### src/rtl/adc_uart_streamer_pkg.sv
// adc_uart_streamer_pkg: FSM state types, frame markers and sample-to-byte formatting
package adc_uart_streamer_pkg;
  localparam logic FRAME_HI = 1'b1;
  localparam logic FRAME_LO = 1'b0;
  typedef enum logic {S_IDLE, S_CONV} adc_state_t;
  typedef enum logic [2:0] {T_IDLE, T_BUSY0_L, T_BUSY0_H, T_HI, T_BUSY1_L, T_BUSY1_H} tx_state_t;
  function automatic logic [7:0] hi_byte(input logic [9:0] d);
    return {FRAME_HI, 2'b00, d[9:5]};
  endfunction
  function automatic logic [7:0] lo_byte(input logic [9:0] d);
    return {FRAME_LO, 2'b00, d[4:0]};
  endfunction
endpackage

### src/rtl/adc_uart_streamer_sample_fifo.sv
// adc_uart_streamer_sample_fifo: show-ahead sample FIFO with wrap-bit pointers; push on full succeeds only alongside a pop
module adc_uart_streamer_sample_fifo #(
  parameter int WIDTH = 10,
  parameter int DEPTH = 16
) (
  input  logic             clk,
  input  logic             rst_n,
  input  logic             push,
  input  logic [WIDTH-1:0] din,
  input  logic             pop,
  output logic [WIDTH-1:0] dout,
  output logic             full,
  output logic             empty
);
  localparam int AW = $clog2(DEPTH);
  logic [WIDTH-1:0] mem [DEPTH];
  logic [AW:0] wr_ptr, rd_ptr;
  logic do_push, do_pop;
  assign empty = wr_ptr == rd_ptr;
  assign full = wr_ptr == {~rd_ptr[AW], rd_ptr[AW-1:0]};
  assign do_pop = pop && !empty;
  assign do_push = push && (!full || do_pop);
  assign dout = mem[rd_ptr[AW-1:0]];
  always_ff @(posedge clk or negedge rst_n)
    if (!rst_n) begin
      wr_ptr <= '0;
      rd_ptr <= '0;
    end else begin
      if (do_push) wr_ptr <= wr_ptr + (AW+1)'(1);
      if (do_pop) rd_ptr <= rd_ptr + (AW+1)'(1);
    end
  always_ff @(posedge clk)
    if (do_push) mem[wr_ptr[AW-1:0]] <= din;
endmodule

### src/rtl/adc_uart_streamer.sv
// adc_uart_streamer: paces mcp3002 conversions, buffers samples and streams each as a framed byte pair to uart_tx
module adc_uart_streamer import adc_uart_streamer_pkg::*; #(
  parameter int CLK_FREQ    = 27_000_000,
  parameter int SAMPLE_RATE = 5_000,
  parameter int FIFO_DEPTH  = 16,
  parameter int ADC_BITS    = 10
) (
  input  logic                clk,
  input  logic                rst_n,
  input  logic                stream_en,
  output logic                adc_enable,
  input  logic [ADC_BITS-1:0] adc_data,
  input  logic                adc_available,
  output logic [7:0]          tx_data,
  output logic                tx_enable,
  input  logic                tx_available,
  output logic                overrun,
  output logic                miss,
  output logic [7:0]          drop_count
);
  localparam int SAMPLE_DIV = CLK_FREQ / SAMPLE_RATE;
  localparam int TW = $clog2(SAMPLE_DIV);
  logic [TW-1:0] count;
  logic tick, avail_prev, rise, push, pop, full, empty, drop;
  logic [ADC_BITS-1:0] dout, sample;
  adc_state_t adc_state, adc_next;
  tx_state_t tx_state, tx_next;
  assign tick = stream_en && count == TW'(SAMPLE_DIV - 1);
  assign rise = adc_available && !avail_prev;
  assign adc_enable = adc_state == S_CONV;
  assign drop = push && full && !pop;
  always_ff @(posedge clk or negedge rst_n)
    if (!rst_n) count <= '0;
    else count <= (tick || !stream_en) ? '0 : count + TW'(1);
  always_comb begin
    adc_next = adc_state == S_IDLE ? (tick ? S_CONV : S_IDLE) : (rise ? S_IDLE : S_CONV);
    push = adc_state == S_CONV && rise;
  end
  always_ff @(posedge clk or negedge rst_n)
    if (!rst_n) begin
      adc_state <= S_IDLE;
      avail_prev <= 1'b0;
      miss <= 1'b0;
      overrun <= 1'b0;
      drop_count <= '0;
    end else begin
      adc_state <= adc_next;
      avail_prev <= adc_available;
      miss <= miss || (tick && adc_state == S_CONV);
      overrun <= overrun || drop;
      if (drop && drop_count != 8'hFF) drop_count <= drop_count + 8'd1;
    end
  adc_uart_streamer_sample_fifo #(.WIDTH(ADC_BITS), .DEPTH(FIFO_DEPTH)) u_fifo (
    .clk   (clk),
    .rst_n (rst_n),
    .push  (push),
    .din   (adc_data),
    .pop   (pop),
    .dout  (dout),
    .full  (full),
    .empty (empty)
  );
  always_comb begin
    tx_next = tx_state;
    pop = 1'b0;
    case (tx_state)
      T_IDLE: if (!empty && tx_available) begin
        pop = 1'b1;
        tx_next = T_BUSY0_L;
      end
      T_BUSY0_L: tx_next = tx_available ? T_BUSY0_L : T_BUSY0_H;
      T_BUSY0_H: tx_next = tx_available ? T_HI : T_BUSY0_H;
      T_HI:      tx_next = T_BUSY1_L;
      T_BUSY1_L: tx_next = tx_available ? T_BUSY1_L : T_BUSY1_H;
      T_BUSY1_H: tx_next = tx_available ? T_IDLE : T_BUSY1_H;
      default:   tx_next = T_IDLE;
    endcase
  end
  always_ff @(posedge clk or negedge rst_n)
    if (!rst_n) begin
      tx_state <= T_IDLE;
      sample <= '0;
      tx_enable <= 1'b0;
      tx_data <= '0;
    end else begin
      tx_state <= tx_next;
      sample <= pop ? dout : sample;
      tx_enable <= pop || tx_state == T_HI;
      tx_data <= pop ? hi_byte(dout) : tx_state == T_HI ? lo_byte(sample) : tx_data;
    end
endmodule

### config.mk
export PLATFORM = sky130hd
export DESIGN_NAME = adc_uart_streamer
export DESIGN_NICKNAME = d
export VERILOG_FILES = /design/src/rtl/adc_uart_streamer_pkg.sv /design/src/rtl/adc_uart_streamer_sample_fifo.sv /design/src/rtl/adc_uart_streamer.sv
export SDC_FILE = /design/constraint.sdc
export NUM_CORES = 1
export LEC_CHECK = 0
export BUFFER_PORTS_ARGS = -buffer_cell sky130_fd_sc_hd__buf_2
export CORE_AREA = 2 2 127 129
export CTS_CLUSTER_DIAMETER = 120
export CTS_CLUSTER_SIZE = 20
export DETAILED_ROUTE_END_ITERATION = 6
export DIE_AREA = 0 0 129 131
export GPL_TIMING_DRIVEN = 0
export HOLD_SLACK_MARGIN = 0.1
export PLACE_DENSITY = 0.71
export SYNTH_ARGS = -nofsm -noshare
export SYNTH_HDL_FRONTEND = slang
export SYNTH_SLANG_ARGS = --single-unit
### constraint.sdc
create_clock -name clk -period 3.7 [get_ports clk]
set_clock_uncertainty 0.05 [all_clocks]
set_input_delay 0.37 -clock clk [delete_from_list [all_inputs] [get_ports clk]]
set_output_delay 0.37 -clock clk [all_outputs]
set_load 0.1 [all_outputs]
==> impl_results.md, run 1 <==
- Fmax achieved: 339 MHz
- Post-place setup slack: 0.775 ns
- Outcome: complete, no violations
- Post-synth top cells: edfxtp_1 (160), dfrtp_1 (50), mux4_2 (40), nor2_1 (30), nand2_1 (24)
- Final WL: 16.6 mm
- Pint: 4.09 mW
- Fin Setup TNS: 0 ns
- Register area: 6060 µm²
- Final GP Congestion: 0.775
- Distinct cells, synth: 44
- Hold buffer count at cts: 2
- Worst-margin pin slew: 1.06 ns
- Clk root buf: clkbuf_16
- Clock tree buffer depth: 3
- Synth async-reset ratio: 23.8%
- Via Count: 4404
- Largest net degree at the start of global routing: 51
- Fraction of layout cells with a size suffix above 1: 24.1%
- # DRC: 0
- Cell Rows: 46
- Clock sinks: 210
- Reg power frac: 45.3%
- Synth warn: 0
- Critical Path Source Type: register
- Most frequent cell after synthesis: edfxtp_1
- Fin crit share: 79.7%
- Worst Path Max Fanout: 10
- RSZ-0062 raised after global routing: no
- Synth top area cells: edfxtp_1 (57%), dfrtp_1 (15%), mux4_2 (11%)
- Die area: 16900 µm²
- N_diodes: 0
- Crit. End Element: register
- Clock transition at path regs: 0.08 ns
- Slew headroom: 29.3%
- Fill cell count: 1103
- Total power: 6.00 mW
- Clk Latency, worst-skew pair: 0.46 ns
- Psw: 1.91 mW
- Yosys top cell by area: edfxtp_1
- Leak Pwr: 3.46 nW
- Synthesized area: 8440 µm²
- Share of the yosys chip area belonging to registers: 71.7%
- Max Slew Vio Count: 0
- PortBufs: 32
- Mapped Cells: 477
- Post-DP HPWL: 11.4 mm
- Vias in the first global route: 4600
- DIE HEIGHT: 131 µm
- Die X: 129 µm
- Final setup violation count: 0
- Starting density of the core: 54.1%
- PwrDens: 628 nW/µm²
- # Post-CTS Setup Buffers: 0
- Peak supply drop: 0.000396 V
- Io pins: 35
- DRT antenna net count: 0
- EDFF count, synth: 160
- Clock power share: 25.1%
- Syn_area_per_cell: 17.7 µm²
- Area grow syn2layout: 13.1%
- Hold Startpoint: stream_en
- Reg-to-reg critical path startpoint: u_fifo.wr_ptr[2]
- Core Area: 15600 µm²
- First-pass detailed-route iteration total: 4
- Nets@finish: 562
- Setup CP Type: register to register
- CTS buffer count: 14
- Flops & latches, synth: 210
- Initial drt markers: 340
- Synth top area share: 56.9%
- H-tree Lvls: 1
- First-pass GRT wire length: 26.1 mm
- Initial antenna violation count: 0
- Ys flop type: edfxtp_1
- Final Worst Setup Slack: 0.751 ns
- Worst hold slack: 0.124 ns
- Multi-input logic area: 2350 µm²
- Crit path from: u_fifo.wr_ptr[2]
- Arrival @ worst endpoint: 3.07 ns
- Routed len/inst: 21.7 µm
- Worst hold path class: input port to register
- Routed vias/inst: 5.76
- Post_cts resized: 0
- TritonCTS clock tree: built
- GRT Total Usage: 20.7%
- Final hold vios: 0
- Switching portion of total power: 31.8%
- Max-cap violations: 0
- Worst path required time: 3.82 ns
- Logic gate share of total power: 29.6%
- GR Overflow Total: 0
- Min Tclk post-route: 2.95 ns
==> sequential cells by signal, indices dropped and copies added, names as in the netlist <==
| name | count |
|---|---|
| u_fifo.mem | 160 |
| count | 13 |
| drop_count | 8 |
| tx_data | 6 |
| sample | 5 |
| u_fifo.rd_ptr | 5 |
| u_fifo.wr_ptr | 5 |
| tx_state | 3 |
| adc_enable | 1 |
| avail_prev | 1 |
| miss | 1 |
| overrun | 1 |
| tx_enable | 1 |
==> worst paths after layout <==
check | endpoint | slack, ns | cells after the start
worst max-delay path | u_fifo.mem[1][3] | 0.75 | 6
worst min-delay path | count[2] | 0.12 | 2
worst max register to register | u_fifo.mem[1][3] | 0.75 | 6
worst min register to register | count[0] | 0.41 | 1
max in group asynchronous | drop_count[0] | 2.35 | 2
min in group asynchronous | count[4] | 0.58 | 2
==> through the flow <==
step	cell area (µm²)	instances	utilization, %
3_3_place_gp	8870	726	56.9
5_1_grt	9550	764	61.2
4_1_cts	9550	764	61.2
2_1_floorplan	8440	478	-
6_report	9550	764	61.2
3_5_place_dp	9110	738	58.4
==> layout by cell type (no fill, tap or decap), drive strengths merged <==
cell type / instances
edfxtp: 160
buf: 59
dfrtp: 50
mux4: 40
clkbuf: 33
nor2: 30
nand2: 24
xor2: 21
a22oi: 20
a21oi: 12
xnor2: 9
nand3: 9
nor3b: 9
ha: 7
mux2i: 6
a21o: 6
inv: 6
nor3: 5
and4: 4
nor4bb: 4
nand2b: 3
and3: 3
nand4: 3
mux2: 3
nor4: 3
and2: 2
nor2b: 2
conb: 2
dlygate4sd3: 2
nor4b: 2
nand4bb: 1
nand3b: 1
and3b: 1
a21boi: 1
a31o: 1
a21bo: 1
or2: 1
o21ai: 1
a311oi: 1
==> per-layer routing <==
metal	vias up	global-route usage [%]	share of wire [%]
met3	29	3.58	5.9
met5	-	0	0
met4	0	6.33	2.9
met2	161	35.9	51
met1	2247	27.3	40
li1	1967	-	-
==> critical path, stage by stage, from the launching register on <==
cell	delay, ns
dfrtp_1	0.62
xor2_1	0.28
nor4_4	0.09
a21boi_1	0.45
buf_2	0.30
nor4bb_4	0.63
buf_6	0.24
==> area by class of cell <==
class,instances,area share (%)
Sequential cell,210,63.4
Tap cell,216,2.83
Inverter,5,0.197
Buffer,25,1.27
Multi-Input combinational cell,238,24.6
Timing Repair Buffer,46,3.30
Clock inverter,1,0.118
Clock buffer,23,4.25
==> power by group through the flow <==
stage          clock [mW]  combinational [mW]  sequential, mW
2_1_floorplan           0                1.09            3.02
3_3_place_gp            0                1.76            2.76
3_5_place_dp            0                1.79            2.77
4_1_cts              1.53                1.80            2.72
5_1_grt              1.63                1.92            2.73
6_report             1.50                1.78            2.72
==> cells by family (layout without fill, tap and decap cells) <==
logic type | Yosys count | after routing | share of synthesized area, %
compound gates | 43 | 43 | 3.50
xor+xnor | 30 | 30 | 3.11
fa+ha+maj | 7 | 7 | 1.04
buf+inv | 30 | 100 | 1.66
flops | 210 | 210 | 71.7
mux | 49 | 49 | 11.8
other cells | 1 | 2 | 0.0444
simple gates | 107 | 107 | 7.12
Power figures use the tool's default switching activity.
==> run 2: changes to the inputs <==
--- a/config.mk
+++ b/config.mk
@@ -5,12 +5,13 @@
 export SDC_FILE = /design/constraint.sdc
 export NUM_CORES = 1
 export LEC_CHECK = 0
+export ABC_AREA = 1
 export BUFFER_PORTS_ARGS = -buffer_cell sky130_fd_sc_hd__buf_2
-export CORE_AREA = 2 2 127 129
+export CORE_AREA = 2 2 132 134
 export CTS_CLUSTER_DIAMETER = 120
 export CTS_CLUSTER_SIZE = 20
 export DETAILED_ROUTE_END_ITERATION = 6
-export DIE_AREA = 0 0 129 131
+export DIE_AREA = 0 0 134 136
 export GPL_TIMING_DRIVEN = 0
 export HOLD_SLACK_MARGIN = 0.1
 export PLACE_DENSITY = 0.71
==> constraint.sdc (replaced) <==
create_clock -name clk -period 2.99 [get_ports clk]
set_clock_uncertainty 0.05 [all_clocks]
set_input_delay 0.299 -clock clk [delete_from_list [all_inputs] [get_ports clk]]
set_output_delay 0.299 -clock clk [all_outputs]
set_load 0.1 [all_outputs]
==> impl_results.md, run 2 <==
- Outcome: complete, no violations
- Starting density of the core: 54.2%
- GRT Total Usage: 23.1%
- RSZ-0062 raised after global routing: yes
- Io pins: 35
- First-pass detailed-route iteration total: 6
- Total power: 8.60 mW
- Met1 Use GR: 32.4%
- Final GP Congestion: 0.889
- Simple-Gate Fraction of Synth Area: 22.0%
- Share of the yosys chip area belonging to registers: 66.3%
- Final WL: 20.5 mm
- Final setup violation count: 0
- Hold Startpoint: adc_data[0]
- Worst-margin pin slew: 1.24 ns
- Synth warn: 0
- Most frequent cell after synthesis: nand2_1
- Worst hold path class: input port to register
- Met2 usage: 36.9%
- Multi-input logic area: 2660 µm²
- Routed vias/inst: 5.46
- PwrDens: 857 nW/µm²
- Area grow syn2layout: 9.86%
- First-pass GRT wire length: 32.1 mm
- Leak Pwr: 4.04 nW
- Fill cell count: 1390
- Distinct cells, synth: 39
- Clk Latency, worst-skew pair: 0.49 ns
- Final hold vios: 0
- DIE HEIGHT: 136 µm
- Peak supply drop: 0.000628 V
- Max reg flops: 160
- Fin Setup TNS: 0 ns
- Syn_area_per_cell: 10.5 µm²
- Largest net degree at the start of global routing: 51
- Grt met3 use: 3.54%
- Largest family of logic cells by synthesized area: simple AND/OR/NAND/NOR gates
- Reg-to-reg critical path startpoint: u_fifo.rd_ptr[3]
- GR Overflow Total: 0
- Max-cap violations: 0
- Slew headroom: 17.3%
- Routed len/inst: 17.7 µm
- Arrival @ worst endpoint: 2.95 ns
- Clock sinks: 210
- Adder-Cell Fraction of Synth Area: 0.958%
- Min Tclk post-route: 2.91 ns
- Synth top area share: 52.6%
- Synth top area cells: edfxtp_1 (53%), dfrtp_1 (14%), nand2_1 (11%)
- Fraction of layout cells with a size suffix above 1: 10.5%
- Synth async-reset ratio: 23.8%
- Die X: 134 µm
- Nets@finish: 945
- Die area: 18200 µm²
- N_diodes: 0
- Compound-Gate Fraction of Synth Area: 4.71%
- Post-synth top cells: nand2_1 (269), edfxtp_1 (160), nor2_1 (76), nand3_1 (66), dfrtp_1 (50)
- Register area: 6060 µm²
- H-tree Lvls: 1
- Worst path required time: 3.03 ns
- PortBufs: 32
- Initial antenna violation count: 0
- Final core occ: 59.5%
- Ys flop type: edfxtp_1
- Most frequent cells in the layout: nand2_1 (269), edfxtp_1 (160), nor2_1 (73)
- Max Slew Vio Count: 0
- Most common cell after layout, fill and taps aside: nand2_1
- TritonCTS clock tree: built
- Worst Path Max Fanout: 10
- DRT antenna net count: 0
- Non-Filler Instances: 1156
- # Post-CTS Setup Buffers: 0
- Worst hold slack: 0.133 ns
- Critical Path Source Type: register
- Via Count: 6306
- Clock tree buffer depth: 3
- Grt peak-use layer: met2
- Setup CP Type: register to register
- EDFF count, synth: 160
- Mapped Cells: 870
- CTS buffer count: 14
- Placed insts: 1128
- # DRC: 0
- Core Area: 16900 µm²
- Flops & latches, synth: 210
- Initial drt markers: 686
- Mux contribution to synthesized area: 0%
- Synth Area in XOR/XNOR: 1.34%
- Crit path from: u_fifo.rd_ptr[3]
- Vias in the first global route: 5965
- Crit. End Element: register
- Clock transition at path regs: 0.09 ns
- Fmax achieved: 344 MHz
- Cell Rows: 48
- Clk root buf: clkbuf_16
- Post-DP HPWL: 13.5 mm
- Fin crit share: 97.2%
- Yosys top cell by area: edfxtp_1
- Synthesized area: 9140 µm²
## run 2: worst max-delay path: stages, from the launching register on
cell	delay, ns
dfrtp_1	0.36
buf_4	0.17
inv_4	0.14
nand2_1	0.08
nand2_2	0.08
nor2_4	0.04
nand3_2	0.08
nand3_4	0.14
nand2_4	0.13
nand2_1	0.10
buf_2	0.20
nor2_1	0.94
## run 2: layer usage
layer / vias up / wire length [µm]
li1: 3029 / -
met1: 2998 / 8780
met4: 0 / 606
met2: 237 / 9410
met5: - / 0
met3: 42 / 1670
## run 2: cells by family after synthesis
kind of cell,count (synthesis)
other cells,1
simple gates,463
flops,210
buf+inv,96
compound gates,79
xor+xnor,14
fa+ha+maj,7
## run 2: final timing paths
path | depth (start not counted) | end | slack (ns)
max | 11 | u_fifo.mem[5][7] | 0.08
min | 1 | u_fifo.mem[1][0] | 0.13
max reg2reg | 11 | u_fifo.mem[5][7] | 0.08
min reg2reg | 1 | count[0] | 0.42
max in group asynchronous | 2 | miss | 1.69
min in group asynchronous | 2 | sample[1] | 0.52
## run 2: stage by stage
step,instance area [µm²],setup WS [ns]
global route,10000,-0.0779
detailed placement,9580,0.0700
finish,10000,0.0824
floorplan,9140,0.524
CTS,10000,0.0421
global placement,9580,0.120
## run 2: what timing repair did
action / CTS / global route
hold endpoints to repair: 57 / 0
gates resized for setup: 0 / 3
setup endpoints to repair: 0 / 96
hold buffers: 4 / 0
## run 2: area by class of cell
class,count,share of cell area [%]
Clock inverter,2,0.274
Inverter,57,2.21
Timing Repair Buffer,36,1.99
Clock buffer,22,3.79
Buffer,39,2.09
Multi-Input combinational cell,565,26.5
Tap cell,225,2.80
Sequential cell,210,60.3
## run 2: where the power goes
group	switching [mW]	total (mW)	leakage, nW	internal, mW
registers	0.118	3.44	2.09	3.32
clock network	0.954	1.85	0.195	0.899
logic	2.43	3.31	1.75	0.882
total	3.50	8.60	4.04	5.10
